--- src/rtl/alu_pkg.sv ---
// Shared ALU definitions: submodule select, per-unit opcodes and flag bit positions.
package alu_pkg;

    typedef enum logic [1:0] {
        ARITHMETIC = 2'd0,
        LOGIC      = 2'd1,
        LSHIFT     = 2'd2,
        RSHIFT     = 2'd3
    } alu_unit_t;

    localparam logic [1:0] ADD = 2'b00;
    localparam logic [1:0] SUB = 2'b01;
    localparam logic [1:0] ADC = 2'b10;
    localparam logic [1:0] SBC = 2'b11;

    localparam logic [1:0] NOT = 2'b00;
    localparam logic [1:0] AND = 2'b01;
    localparam logic [1:0] OR  = 2'b10;
    localparam logic [1:0] XOR = 2'b11;

    // Bit positions inside the {CF,OF,ZF} flag vector
    localparam int unsigned CF = 2;
    localparam int unsigned OF = 1;
    localparam int unsigned ZF = 0;

endpackage

--- src/rtl/rr_arbiter.sv ---
// Round-robin arbiter: one-hot grant to the first requester after the last winner.
module rr_arbiter #(
    parameter int N = 2
) (
    input  logic         clk,
    input  logic         rst_n,
    input  logic [N-1:0] req,
    input  logic         advance,
    output logic [N-1:0] grant
);

    localparam int PW = (N > 1) ? $clog2(N) : 1;

    logic [PW-1:0] ptr_r;
    logic [PW-1:0] win_s;
    logic [PW-1:0] cand_s;
    logic          found_s;

    // Scan from ptr_r+1 upward with wrap; the first valid requester wins
    always_comb begin
        grant   = '0;
        win_s   = ptr_r;
        cand_s  = '0;
        found_s = 1'b0;
        for (int k = 1; k <= N; k++) begin
            cand_s = PW'((int'(ptr_r) + k) % N);
            if (!found_s && req[cand_s]) begin
                grant[cand_s] = 1'b1;
                win_s         = cand_s;
                found_s       = 1'b1;
            end else begin
                found_s = found_s;
            end
        end
    end

    // Pointer moves only when the grant is actually consumed
    always_ff @(posedge clk or negedge rst_n) begin
        if (!rst_n) begin
            ptr_r <= PW'(N - 1);
        end else if (advance && found_s) begin
            ptr_r <= win_s;
        end else begin
            ptr_r <= ptr_r;
        end
    end

endmodule

--- src/rtl/alu_issue_ctrl.sv ---
// Issues requests from N_REQ requesters onto a shared ALU and registers the
// response plus the architectural CF/OF/ZF flags.
module alu_issue_ctrl
    import alu_pkg::*;
#(
    parameter int BIT_WIDTH = 4,
    parameter int N_REQ     = 2
) (
    input  logic                               clk,
    input  logic                               rst_n,
    input  logic [N_REQ-1:0]                   in_req_valid,
    input  logic [N_REQ-1:0][1:0]              in_req_unit,
    input  logic [N_REQ-1:0][1:0]              in_req_op,
    input  logic [N_REQ-1:0][BIT_WIDTH-1:0]    in_req_a,
    input  logic [N_REQ-1:0][BIT_WIDTH-1:0]    in_req_b,
    output logic [N_REQ-1:0]                   out_req_ready,
    output logic                               out_rsp_valid,
    output logic [$clog2(N_REQ)-1:0]           out_rsp_id,
    output logic [BIT_WIDTH-1:0]               out_rsp_r,
    output logic [2:0]                         out_rsp_flags,
    input  logic                               in_rsp_ready,
    input  logic                               in_flag_clr,
    output logic [3:0][1:0]                    out_alu_op,
    output logic [3:0][BIT_WIDTH-1:0]          out_alu_a,
    output logic [3:0][BIT_WIDTH-1:0]          out_alu_b,
    input  logic [3:0][BIT_WIDTH-1:0]          in_alu_r,
    output logic                               out_alu_cf_in,
    input  logic                               in_alu_cf,
    input  logic                               in_alu_of,
    input  logic                               in_alu_zf
);

    localparam int ID_W = $clog2(N_REQ);

    logic [N_REQ-1:0]     grant_s;
    logic                 any_grant_s;
    logic                 can_accept_s;
    logic                 accept_s;
    logic [ID_W-1:0]      win_idx_s;
    alu_unit_t            win_unit_s;
    logic [2:0]           flag_next_s;

    logic                 rsp_valid_r;
    logic [ID_W-1:0]      rsp_id_r;
    logic [BIT_WIDTH-1:0] rsp_r_r;
    logic [2:0]           rsp_flags_r;
    logic [2:0]           flag_r;

    rr_arbiter #(
        .N (N_REQ)
    ) u_arb (
        .clk     (clk),
        .rst_n   (rst_n),
        .req     (in_req_valid),
        .advance (can_accept_s),
        .grant   (grant_s)
    );

    assign any_grant_s   = |grant_s;
    assign can_accept_s  = !rsp_valid_r || in_rsp_ready;
    assign accept_s      = any_grant_s && can_accept_s;
    assign out_req_ready = grant_s & {N_REQ{can_accept_s}};

    // Convert the one-hot grant into the winner index
    always_comb begin
        win_idx_s = '0;
        for (int i = 0; i < N_REQ; i++) begin
            if (grant_s[i]) begin
                win_idx_s = ID_W'(i);
            end else begin
                win_idx_s = win_idx_s;
            end
        end
    end

    assign win_unit_s = alu_unit_t'(in_req_unit[win_idx_s]);

    // Only the addressed submodule sees the payload; the rest stay at zero
    always_comb begin
        out_alu_op = '0;
        out_alu_a  = '0;
        out_alu_b  = '0;
        if (any_grant_s) begin
            out_alu_op[win_unit_s] = in_req_op[win_idx_s];
            out_alu_a[win_unit_s]  = in_req_a[win_idx_s];
            out_alu_b[win_unit_s]  = in_req_b[win_idx_s];
        end else begin
            out_alu_op = '0;
        end
    end

    // An accepted arithmetic op overrides a same-edge flag clear
    always_comb begin
        if (accept_s && (win_unit_s == ARITHMETIC)) begin
            flag_next_s = {in_alu_cf, in_alu_of, in_alu_zf};
        end else if (in_flag_clr) begin
            flag_next_s = 3'b000;
        end else begin
            flag_next_s = flag_r;
        end
    end

    // Architectural flag register
    always_ff @(posedge clk or negedge rst_n) begin
        if (!rst_n) begin
            flag_r <= 3'b000;
        end else begin
            flag_r <= flag_next_s;
        end
    end

    // One-deep response register: load on accept, drain on consumer ready
    always_ff @(posedge clk or negedge rst_n) begin
        if (!rst_n) begin
            rsp_valid_r <= 1'b0;
            rsp_id_r    <= '0;
            rsp_r_r     <= '0;
            rsp_flags_r <= 3'b000;
        end else if (accept_s) begin
            rsp_valid_r <= 1'b1;
            rsp_id_r    <= win_idx_s;
            rsp_r_r     <= in_alu_r[win_unit_s];
            rsp_flags_r <= flag_next_s;
        end else if (in_rsp_ready) begin
            rsp_valid_r <= 1'b0;
        end else begin
            rsp_valid_r <= rsp_valid_r;
        end
    end

    assign out_rsp_valid = rsp_valid_r;
    assign out_rsp_id    = rsp_id_r;
    assign out_rsp_r     = rsp_r_r;
    assign out_rsp_flags = rsp_flags_r;
    assign out_alu_cf_in = flag_r[CF];

endmodule

--- config.mk ---
export PLATFORM = sky130hd
export DESIGN_NAME = alu_issue_ctrl
export DESIGN_NICKNAME = d
export VERILOG_FILES = /design/src/rtl/alu_pkg.sv /design/src/rtl/rr_arbiter.sv /design/src/rtl/alu_issue_ctrl.sv
export SDC_FILE = /design/constraint.sdc
export NUM_CORES = 1
export LEC_CHECK = 0
export ABC_AREA = 1
export CORE_UTILIZATION = 32
export CTS_CLUSTER_DIAMETER = 80
export DETAILED_ROUTE_END_ITERATION = 12
export PLACE_DENSITY_LB_ADDON = 0.08
export RECOVER_POWER = 25
export SYNTH_ARGS = -nofsm -noshare
export SYNTH_HDL_FRONTEND = slang
export SYNTH_SLANG_ARGS = --single-unit
--- constraint.sdc ---
create_clock -name clk -period 1.85 [get_ports clk]
set_input_delay 0.185 -clock clk [delete_from_list [all_inputs] [get_ports clk]]
set_output_delay 0.185 -clock clk [all_outputs]
set_load 0.005 [all_outputs]
## After elaboration in Yosys (flattened, before gate mapping)

Index checks and enable logic that the tools add are counted.

- Register bits: 13

- Bitwise logic cells: 5
- Magnitude comparators: 7
- Reduce and logical (&&, ||, !) cells: 15
- Add/subtract/negate cells: 2
- Multiplexer cells: 36

Operators by type and width:

| kind | count |
|---|---|
| $and A16 B16 Y16 | 2 |
| $mux W16 | 2 |
| $mux W4 | 6 |
| $mux W2 | 7 |
| $mux W1 | 13 |
| $and A8 B8 Y8 | 1 |
| $bmux W4 S2 | 1 |
| $demux W4 S2 | 1 |
| $mux W8 | 1 |
| $logic_and A1 B1 Y1 | 7 |
| $lt A1 B2 Y1 const B | 3 |
| $mux W3 | 2 |
| $demux W2 S2 | 1 |
| $reduce_bool A2 Y1 | 2 |
| $lt A2 B3 Y1 const B | 1 |
| $add A1 B1 Y1 const B | 2 |
| $and A2 B2 Y2 | 1 |
| $demux W1 S1 | 2 |
| $ge A1 B1 Y1 const B | 2 |
| $ge A2 B1 Y1 const B | 1 |
| $logic_not A1 Y1 | 2 |
| $logic_not A2 Y1 | 1 |
| $or A2 B2 Y2 | 1 |
| $reduce_and A2 Y1 | 1 |
| 2 further kinds | 2 |

## Longest topological paths before layout

Gate-level depths: netlist of the first run.

- Depth after elaboration: 17
- Mapped depth: 9

## Hierarchy

Synthesis of the first run repeated with hierarchy kept, for this count alone.

- Cell total of the unflattened synthesis: 188
- Area total of the unflattened synthesis: 1162.4 µm²

Modules (own cells, without submodules):

| module | instances | cells an instance | area an instance (µm²) |
|---|---|---|---|
| alu_issue_ctrl | 1 | 180 | 1101.1 |
| rr_arbiter | 1 | 8 | 61.3 |

## Least setup slack after synthesis of the first run

Ideal clock, no wire load.

- Path type: register to output
- Start: register u_arb.ptr_r
- End: output port out_alu_a[10] (netlist bit)
- Buffers on the path: 1
- Data arrival time: 1.300 ns
- Required time: 1.665 ns
- Cell stages (with the launch flop): 7
- Path slack: 0.365 ns
- Cells stage by stage: dfstp_2 nand2_1 nand2_2 inv_1 buf_4 o211ai_1 nor2_1

RTL lines:

| element | RTL line | source |
|---|---|---|
| start, declared | rr_arbiter.sv:14 | `logic [PW-1:0] ptr_r;` |
| start signal, assigned | rr_arbiter.sv:40 | `ptr_r <= PW'(N - 1);` |
| start signal, assigned | rr_arbiter.sv:42 | `ptr_r <= win_s;` |
| start signal, assigned | rr_arbiter.sv:44 | `ptr_r <= ptr_r;` |
| end, declared | alu_issue_ctrl.sv:24 | `output logic [3:0][BIT_WIDTH-1:0] out_alu_a,` |

==> results of run 1 <==
==> flip-flops by register name (all words and copies together) (netlist names) <==
register	cells
out_rsp_valid	1
u_arb.ptr_r	1
out_rsp_r	4
out_rsp_flags	3
out_rsp_id	1
flag_r	3
==> power by group through the flow <==
stage                     Combinational, mW  Clock (mW)  Sequential [mW]
final                                 0.952       0.172            0.351
after global routing                   1.01       0.188            0.354
after CTS                             0.790       0.180            0.349
after detailed placement              0.662           0            0.354
after global placement                0.654           0            0.352
after floorplan                       0.260           0            0.354
==> per-layer routing <==
metal / vias up / track usage, %
met4: 0 / 14.8
li1: 925 / -
met3: 33 / 2.39
met5: - / 0
met1: 900 / 31.3
met2: 100 / 50.3
==> synthesized netlist by cell type <==
cell type / count / area, um^2
o21ai_0: 1 / 5.00
nand3b_1: 1 / 7.51
nand2_4: 1 / 11.3
and2_1: 3 / 18.8
or2_1: 2 / 12.5
dfrtp_1: 12 / 300
nor2_1: 47 / 176
inv_2: 2 / 7.51
nor2_4: 1 / 11.3
clkbuf_2: 1 / 5.00
nand4_1: 3 / 18.8
dfstp_2: 1 / 26.3
buf_4: 3 / 22.5
nand3_1: 21 / 105
nand2_1: 48 / 180
nand3_2: 1 / 10.0
nand2_2: 6 / 37.5
o22ai_1: 1 / 6.26
o211ai_1: 6 / 45.0
o211ai_2: 4 / 50.1
or2_0: 3 / 18.8
clkinv_1: 1 / 3.75
or2_2: 5 / 31.3
inv_1: 12 / 45.0
==> layout by cell type, fill, tap and decap left out, types with 2 or more instances in the layout <==
| master | n |
|---|---|
| or2_1 | 2 |
| nor2_1 | 22 |
| o211ai_1 | 6 |
| clkbuf_2 | 5 |
| inv_1 | 10 |
| nor2_4 | 4 |
| nand2_4 | 6 |
| nand2_8 | 6 |
| or2_4 | 2 |
| buf_4 | 34 |
| clkbuf_4 | 3 |
| o211ai_4 | 4 |
| or2_0 | 3 |
| nand2_1 | 46 |
| nor2_2 | 22 |
| nand3_1 | 21 |
| dfrtp_1 | 12 |
| nand4_1 | 3 |
| or2_2 | 3 |
| buf_6 | 22 |
| dlygate4sd2_1 | 2 |
| clkdlybuf4s50_1 | 55 |
| and2_1 | 3 |
| buf_2 | 35 |
==> metrics by stage <==
stage	utilization, %	setup TNS, ns
detailed placement	68.3	-15.41
floorplan	-	0
global route	83.3	-10.67
finish	83.3	-7.54
global placement	68.3	-14.05
CTS	76.1	-4.99
==> kinds of logic after synthesis <==
family                 share of synthesized area [%]
AO/OA/AOI/OAI                                   9.20
AND/OR/NAND/NOR                                 55.3
flip-flops                                      28.2
buffers and inverters                           7.25
==> worst max-delay path by stage <==
stage | from | to | cells past startpoint
after floorplan | u_arb.ptr_r$_DFFE_PN1P_ | out_alu_a[10] | 6
after global placement | in_req_valid[1] | out_alu_op[1] | 8
after detailed placement | in_req_valid[1] | out_alu_b[11] | 8
after CTS | u_arb.ptr_r$_DFFE_PN1P_ | out_alu_a[9] | 10
after global routing | u_arb.ptr_r$_DFFE_PN1P_ | out_alu_b[13] | 9
final | u_arb.ptr_r$_DFFE_PN1P_ | out_alu_b[13] | 9
==> cell type report <==
class,instances,area (um^2)
fillers,194,566
multi-input cells,157,995
inverters,15,78.8
well taps,46,57.6
repair buffers,158,1340
flip-flops and latches,13,327
clock inverters,1,5.00
clock buffers,3,22.5
==> timing repair <==
action | 4_1_cts | 5_1_grt
gates cloned | 1 | 2
setup buffers | 26 | 15
resized for setup | 181 | 59
hold endpoints to repair | 0 | 0
pin swaps | 21 | 18
setup endpoints to repair | 41 | 41
==> flow_summary.yaml, run 1 <==
run_status:
  outcome: "complete, but fails checks"
  violations: "setup timing"
final_layout:
  area_delta_synth_final_pct: 144
  diodes: 0
  layout-drive-gt1-share_pct: 44.7
  fin_cells: 393
  finalNetCount: 397
  stdcell_area_um2: 2820
worst_setup_path:
  r2r_start: "u_arb.ptr_r$_DFFE_PN1P_"
  cp_num_buf_inv: 5
  startpoint_type: "flop"
  slowest_delay_ns: 0.56
  endpoint_kind: "output port"
  r2r_setup_slack_ns: -0.04
  worstReg2RegEnd: "flag_r[0]$_DFF_PN0_"
  path_cells: "nand2_4 > nand2_4 > buf_6 > inv_4 > buf_6 > o211ai_1 > buf_4 > nor2_2 > buf_2"
  slowest_stage: "dfstp_2"
  critPathTopFamily: "buffers and inverters"
  crit_arrival_ns: 1.96
  worstRegToRegCells: 10
  cp.required_ns: 1.66
  crit_path_max_fanout: 8
  criticalPathCategory: "flop to output port"
place:
  dp.cells: 345
  dp_slack_ns: -0.436
  numPortBuffers: 100
  dp_hpwl_um: 3550
  place.gp.congestion: 0.810
  placed_area_um2: 2310
pwr:
  seqPwrFrac_pct: 23.8
  p_per_area_nw_per_um2: 522
  p_int_mw: 0.919
  p_total_mw: 1.47
  p_leak_nw: 1.43
  ir_drop_mv: 0.563
  p_comb_share_pct: 64.6
  p_sw_mw: 0.555
  pwr-share-clk_pct: 11.6
  p_sw_share_pct: 37.6
detailed_routing:
  wirelength_um: 6120
  dr_wl_met2_um: 3120
  vias_per_cell: 4.98
  route.layer.met1.wl_um: 2320
  top_layer: "met4"
  wire_per_inst_um: 15.6
  dr.pass1.iters: 4
  met3WireLength_um: 347
  route.vias.total: 1958
  drtIter0Drc: 184
  route.detailed.drc: 0
  ant_nets: 0
sta:
  min_period_over_period_pct: 116
  rsz0062_at_grt: "true"
  setup_ws_ns: -0.295
  final_max_slew_viol_count: 0
  setup_viol: 46
  hold_viol_final: 0
  fmax_ghz: 0.466
  relSlewSlack_pct: 63.3
  clock_skew_ns: 0.000646
  worst_pin_slew_ns: 0.549
  post-route-min-period_ns: 2.15
  hold_ws_ns: 0.327
clock_network:
  hold_buffers: 0
  cts_buffers: 3
  cts_tree: "done"
  cts_max_level: 1
  cts.sinks: 13
  clockBufferDepth: 2
  insertion_delay_ns: 0.28
  clk_transition_reported_paths_ns: 0.07
  root_buffer: "clkbuf_4"
synth:
  ys_seq_area_share_pct: 28.2
  synth-seq-cells: 13
  ys_types: 24
  synthesis.nets: 235
  syn_area_per_cell_um2: 6.22
  syn-instance-count: 186
  synth_area_um2: 1160
  yosysWarnings: 0
global_route:
  antenna_found_initial: 0
  grt_overflow: 0
  grt_pass1_wl_um: 8420
  grt_pass1_vias: 1752
  track_usage_pct: 27.5
  grt_max_degree: 14
floorplanning:
  row_count: 21
  dieArea_um2: 3860
  core-area_um2: 3390
  initial_utilization_pct: 34.1
  die_y_um: 62.1
  pin_count: 101
  die_w_um: 62.1
run:
  maxCapViolations: 0
worst_hold_path:
  hold_class: "input pin to asynchronous set/reset pin"
Note: power is estimated with default switching activity, not from simulation.
==> run 2: changes to the inputs <==
--- a/config.mk
+++ b/config.mk
@@ -6,7 +6,8 @@
 export NUM_CORES = 1
 export LEC_CHECK = 0
 export ABC_AREA = 1
-export CORE_UTILIZATION = 32
+export CORE_UTILIZATION = 29
+export CTS_BUF_LIST = sky130_fd_sc_hd__clkbuf_4
 export CTS_CLUSTER_DIAMETER = 80
 export DETAILED_ROUTE_END_ITERATION = 12
 export PLACE_DENSITY_LB_ADDON = 0.08
==> constraint.sdc (replaced) <==
create_clock -name clk -period 1.84 [get_ports clk]
set_input_delay 0.184 -clock clk [delete_from_list [all_inputs] [get_ports clk]]
set_output_delay 0.184 -clock clk [all_outputs]
set_load 0.005 [all_outputs]
==> run 2 against run 1 <==
Compared with the run above: the flow still finishes with violations (setup timing); register-to-register slack better by 0.18 ns; first-iteration DRC count is 74% lower; via count is 9.2% lower; non-clock buffer count is 14 lower; die area is 10% higher; final cell count is 3.3% lower; global-route usage is 4.3 points lower; combinational power is 12% lower; critical endpoint is now out_alu_b[3].
==> flow_summary.yaml, run 2 (synthesis gave the netlist of run 1 again) <==
worst_setup_path:
  endpoint: "out_alu_b[3]"
  slowest_stage: "dfstp_2"
  r2r_start: "u_arb.ptr_r$_DFFE_PN1P_"
  critPathLaunch: "u_arb.ptr_r$_DFFE_PN1P_"
  slowest_delay_ns: 0.56
  criticalPathCategory: "flop to output port"
  crit_arrival_ns: 1.83
  cp_num_buf_inv: 4
  cp.required_ns: 1.66
  crit_path_max_fanout: 5
  critPathTopFamily: "flip-flops"
  worstRegToRegCells: 9
  crit_path_frequent_cell: "nand2_4"
  endpoint_kind: "output port"
  worstReg2RegEnd: "flag_r[1]$_DFF_PN0_"
  path_cells: "nand2_4 > nand2_4 > clkinvlp_4 > buf_6 > o211ai_1 > buf_4 > nor2_1 > buf_2"
  r2r_setup_slack_ns: 0.14
  startpoint_type: "flop"
  crit_cells: 8
floorplanning:
  row_count: 22
  dieArea_um2: 4240
  die_y_um: 65.1
  pin_count: 101
  core-area_um2: 3740
  initial_utilization_pct: 30.9
  die_w_um: 65.1
global_route:
  grt_pass1_wl_um: 7670
  grt_overflow: 0
  antenna_found_initial: 0
  grt_max_degree: 14
  grt_pass1_vias: 1740
  track_usage_pct: 23.2
clock_network:
  root_buffer: "clkbuf_4"
  cts_buffers: 3
  cts_tree: "done"
  hold_buffers: 0
  insertion_delay_ns: 0.28
  clk_transition_reported_paths_ns: 0.09
  cts_max_level: 1
  clockBufferDepth: 2
  cts.sinks: 13
detailed_routing:
  dr_wl_met2_um: 2490
  top_layer: "met4"
  ant_nets: 0
  wirelength_um: 5060
  route.vias.total: 1777
  met3WireLength_um: 381
  wire_per_inst_um: 13.3
  route.layer.met1.wl_um: 2060
  route.detailed.drc: 0
  drtIter0Drc: 47
  vias_per_cell: 4.68
  dr.pass1.iters: 4
final_layout:
  mostFrequentLayoutCell: "clkdlybuf4s50_1"
  area_delta_synth_final_pct: 128
  largest_reg_flops: 4
  finalNetCount: 382
  diodes: 0
  final_cell_mix: "clkdlybuf4s50_1, nand2_1, buf_2"
  layout-drive-gt1-share_pct: 40.4
sta:
  clock_skew_ns: 0.00551
  post-route-min-period_ns: 2.02
  rsz0062_at_grt: "true"
  finalSetupTns_ns: -4.32
  min_period_over_period_pct: 110
  fmax_ghz: 0.496
  worst_pin_slew_ns: 0.595
  hold_viol_final: 0
  setup_ws_ns: -0.176
  final_max_slew_viol_count: 0
  setup_viol: 40
  relSlewSlack_pct: 60.2
place:
  numPortBuffers: 100
  place.gp.congestion: 0.817
  dp_slack_ns: -0.395
  dp_hpwl_um: 3380
pwr:
  ir_drop_mv: 0.385
  p_per_area_nw_per_um2: 521
  p_leak_nw: 1.33
run:
  maxCapViolations: 0
run_status:
  violations: "setup timing"
  outcome: "complete, but fails checks"
worst_hold_path:
  hold_class: "input pin to asynchronous set/reset pin"
-- run 2: worst reg2reg max path, stage by stage, from the launching register on --
cell and delay [ns]:
dfstp_2 0.56, nand2_4 0.06, buf_4 0.14, nand3b_1 0.12, nand2_4 0.10, buf_4 0.18, buf_4 0.16, nand3_4 0.09
nand2_2 0.07, and2_1 0.13
-- run 2: worst min path at each step --
| stage | endpoint | slack [ns] | from |
|---|---|---|---|
| finish | flag_r[2]$_DFF_PN0_ | 0.33 | rst_n |
| global placement | out_rsp_flags[2]$_DFFE_PN0P_ | 0.46 | out_rsp_flags[2]$_DFFE_PN0P_ |
| CTS | flag_r[2]$_DFF_PN0_ | 0.28 | rst_n |
| floorplan | flag_r[0]$_DFF_PN0_ | -0.11 | rst_n |
| detailed placement | out_rsp_r[0]$_DFFE_PN0P_ | 0.46 | out_rsp_r[0]$_DFFE_PN0P_ |
| global route | out_rsp_id$_DFFE_PN0P_ | 0.37 | rst_n |
-- run 2: metal layers --
metal / up-vias / track usage [%]
met5: - / 0
met4: 0 / 5.71
met3: 12 / 4.69
met2: 74 / 43.1
met1: 797 / 26.9
li1: 894 / -
-- run 2: stage by stage --
stage	instance area, um^2	util (%)	hold slack [ns]	instances	power, mW
floorplan	1160	-	-0.112	186	0.618
global placement	2320	62.0	0.464	346	1.02
detailed placement	2320	62.0	0.464	346	1.02
CTS	2540	67.8	0.277	379	1.32
global route	2640	70.5	0.375	380	1.46
finish	2640	70.5	0.334	380	1.37
-- run 2: cell type report --
cell class | instances | area [um^2]
inverter | 15 | 75.1
clock inverter | 1 | 5.00
clock buffer | 3 | 22.5
multi-input combinational | 156 | 953
tap | 48 | 60.1
sequential | 13 | 327
timing repair buffer | 144 | 1200
fill | 323 | 1100
-- run 2: report_power, final --
group / internal [mW] / total, mW / switching (mW)
clock: 0.0807 / 0.186 / 0.105
sequential: 0.329 / 0.352 / 0.0230
combinational: 0.453 / 0.836 / 0.383
-- run 2: timing repair --
item	4_1_cts	5_1_grt
gates cloned	1	1
endpoints found under the hold margin	0	0
pin swaps	31	30
setup buffers	30	2
endpoints found under the setup margin	42	47
resized for setup	192	34
==> edit: new RTL, settings of run 1 <==
Register the output `out_rsp_flags` once more, with the module's reset; this adds one clock of latency there. The other outputs are not delayed to match.
--- a/src/rtl/alu_issue_ctrl.sv
+++ b/src/rtl/alu_issue_ctrl.sv
@@ -131,7 +131,13 @@
     assign out_rsp_valid = rsp_valid_r;
     assign out_rsp_id    = rsp_id_r;
     assign out_rsp_r     = rsp_r_r;
-    assign out_rsp_flags = rsp_flags_r;
+    always_ff @(posedge clk or negedge rst_n) begin
+        if (!rst_n) begin
+            out_rsp_flags <= '0;
+        end else begin
+            out_rsp_flags <= rsp_flags_r;
+        end
+    end
     assign out_alu_cf_in = flag_r[CF];
 
 endmodule
Check against the original RTL: not equivalent (a bounded check fails within 4 cycles, from zero or initial values and one cycle with rst_n low).
==> edit against run 1 <==
The flow still finishes with violations (setup timing). Sequential share of layout area rose by 2.5 points. Via count fell by 2.5%. Register-to-register slack improved by 0.14 ns. Routed wire length fell by 9.7%. Sequential cell count rose by 3. Power rose by 11%. Worst hold slack improved by 0.052 ns. Worst setup slack improved by 0.053 ns. Critical path depth fell by 1. Utilization fell by 5.5 points. Final area rose by 0.84%. Area after synthesis rose by 6.3%. Count of clock-buffer cells in the layout rose by 1. Largest power group unchanged.
==> edit: results (changes against run 1) <==
critical_path:
  cp_slowest_cell: "dfstp_2"
  cp.arrival_ns: 1.91  # -0.05 ns
  crit_path_max_incr_delay_ns: 0.57
  crit_fanout: 7  # -1
  critical-path-top-delay-family: "buffers and inverters"
routing:
  vias_per_cell: 4.85  # -2.7%
  wl_um: 5530  # -9.7%
  drt_iter0_drc: 117  # -36%
  dr.pass1.iters: 4  # unchanged
timing:
  skew_ns: 0.00310  # +0.00246 ns
  setup_viol: 41  # -11%
  worst_pin_slew_ns: 0.822  # +0.273 ns
  tns_ns: -6.96  # +0.578 ns
  setup_slack_ns: -0.242  # +0.0532 ns
yosys:
  ys_types: 22  # -8.3%
  yosysWarnings: 0  # unchanged
  yosysSeqAreaShare: 0.327  # +0.0444
  ys_top_cells_by_area: "dfrtp_1, nand2_1, nor2_1, nand3_1, o211ai_2"
  synthArstFlopShare: 1.00  # unchanged
  synth_common_cells: "nand2_1, nor2_1, nand3_1"
  syn-num-nets: 239  # +1.7%
placement:
  io_buffers: 100  # unchanged
  gp_congestion: 0.798  # -1.5%
  place_ws_ns: -0.390  # +0.0464 ns
  dpl-instance-area_um2: 2420  # +4.6%
  dp_hpwl_um: 3320  # -6.4%
global_routing:
  grt_usage: 0.247  # -0.0271
  grt_max_degree: 17  # +3
  antenna_found_initial: 0  # unchanged
  grt_pass1_wl_um: 8000  # -4.9%
  grt_pass1_vias: 1774  # +1.3%
layout:
  drive_above_1_share: 0.454  # +0.00707
  largest_reg_flops: 4  # unchanged
  fillers: 241  # +24%
  diodes: 0  # unchanged
  final_nets: 396  # -0.25%
outcome:
  violations: "setup timing"
  status: "complete, but fails checks"
pwr:
  ir_drop_v: 0.000304  # -46%
  p_leak_nw: 1.45  # +1.1%
cts:
  clockRootBuffer: "clkbuf_8"
  clk_latency_ns: 0.25  # -0.03 ns
  path_clk_slew_ns: 0.06
  cts_max_level: 1  # unchanged
  cts_buffers: 3  # unchanged
  clockBufferDepth: 2  # unchanged
worst_hold_path:
  hp-class: "reg2reg"
## edit: cell count changes after synthesis, sizes merged
cell / delta
dfrtp: +3
inv: +1
nand3: +1
nand3b: -1
## edit: stage by stage
step	utilization	power [W]	std cells
floorplan	-	0.000690	190
global placement	0.661	0.00110	353
detailed placement	0.661	0.00110	353
CTS	0.751	0.00153	389
global route	0.778	0.00172	394
finish	0.778	0.00163	394
## edit: power by group
part	leakage (nW)	internal, W	total [W]	switching [W]
registers	0.202	0.000402	0.000429	0.0000272
clock network	0.0288	0.000189	0.000306	0.000117
logic	1.21	0.000485	0.000896	0.000411
total	1.45	0.00108	0.00163	0.000555
## edit: path summary, 6_finish.rpt
kind	end	startpoint	slack [ns]	depth (start not counted)
setup / recovery	out_alu_b[15]	u_arb.ptr_r	-0.24	8
hold / removal	out_rsp_flags[0]	rsp_flags_r[0]	0.38	0
setup reg to reg	rsp_flags_r[1]	u_arb.ptr_r	0.10	11
hold reg to reg	out_rsp_flags[0]	rsp_flags_r[0]	0.38	0
max in group asynchronous	out_rsp_r[1]	rst_n	0.80	2
min in group asynchronous	flag_r[1]	rst_n	0.55	2
## edit: per-layer routing
| layer | vias up | share of wire | global-route usage |
|---|---|---|---|
| li1 | 919 | - | - |
| met5 | - | 0 | 0 |
| met4 | 0 | 0.043 | 0.122 |
| met1 | 864 | 0.39 | 0.297 |
| met3 | 23 | 0.060 | 0.0232 |
| met2 | 104 | 0.51 | 0.436 |
## edit: cells by family (layout without fill, tap and decap cells)
logic type             after synthesis  count (layout)  synth area share
AOI/OAI and AO/OA                   12              12            0.0947
buffers and inverters               20             175            0.0682
DFF                                 16              16             0.327
and+or+nand+nor                    142             143             0.510
## edit: layout make-up
cell class / instances / area share
repair buffers: 155 / 0.455
multi-input cells: 155 / 0.338
flip-flops and latches: 16 / 0.141
inverters: 16 / 0.0250
well taps: 48 / 0.0211
clock buffers: 4 / 0.0193
## edit: worst reg2reg max path, cell delays in order (launching register included)
cell     delay [ns]
dfstp_2        0.57
nand2_4        0.07
nand2_4        0.10
buf_6          0.11
nand2_1        0.09
nand2_4        0.14
buf_4          0.14
buf_4          0.13
nand3_2        0.10
nand2_1        0.09
nand3_1        0.08
nand2_1        0.06
## edit: timing repair
item	4_1_cts	5_1_grt
resized for setup	190	49
hold buffers	0	0
gates cloned	1	1
endpoints found under the setup margin	42	43
buffers inserted	31	5
pin swaps	18	17
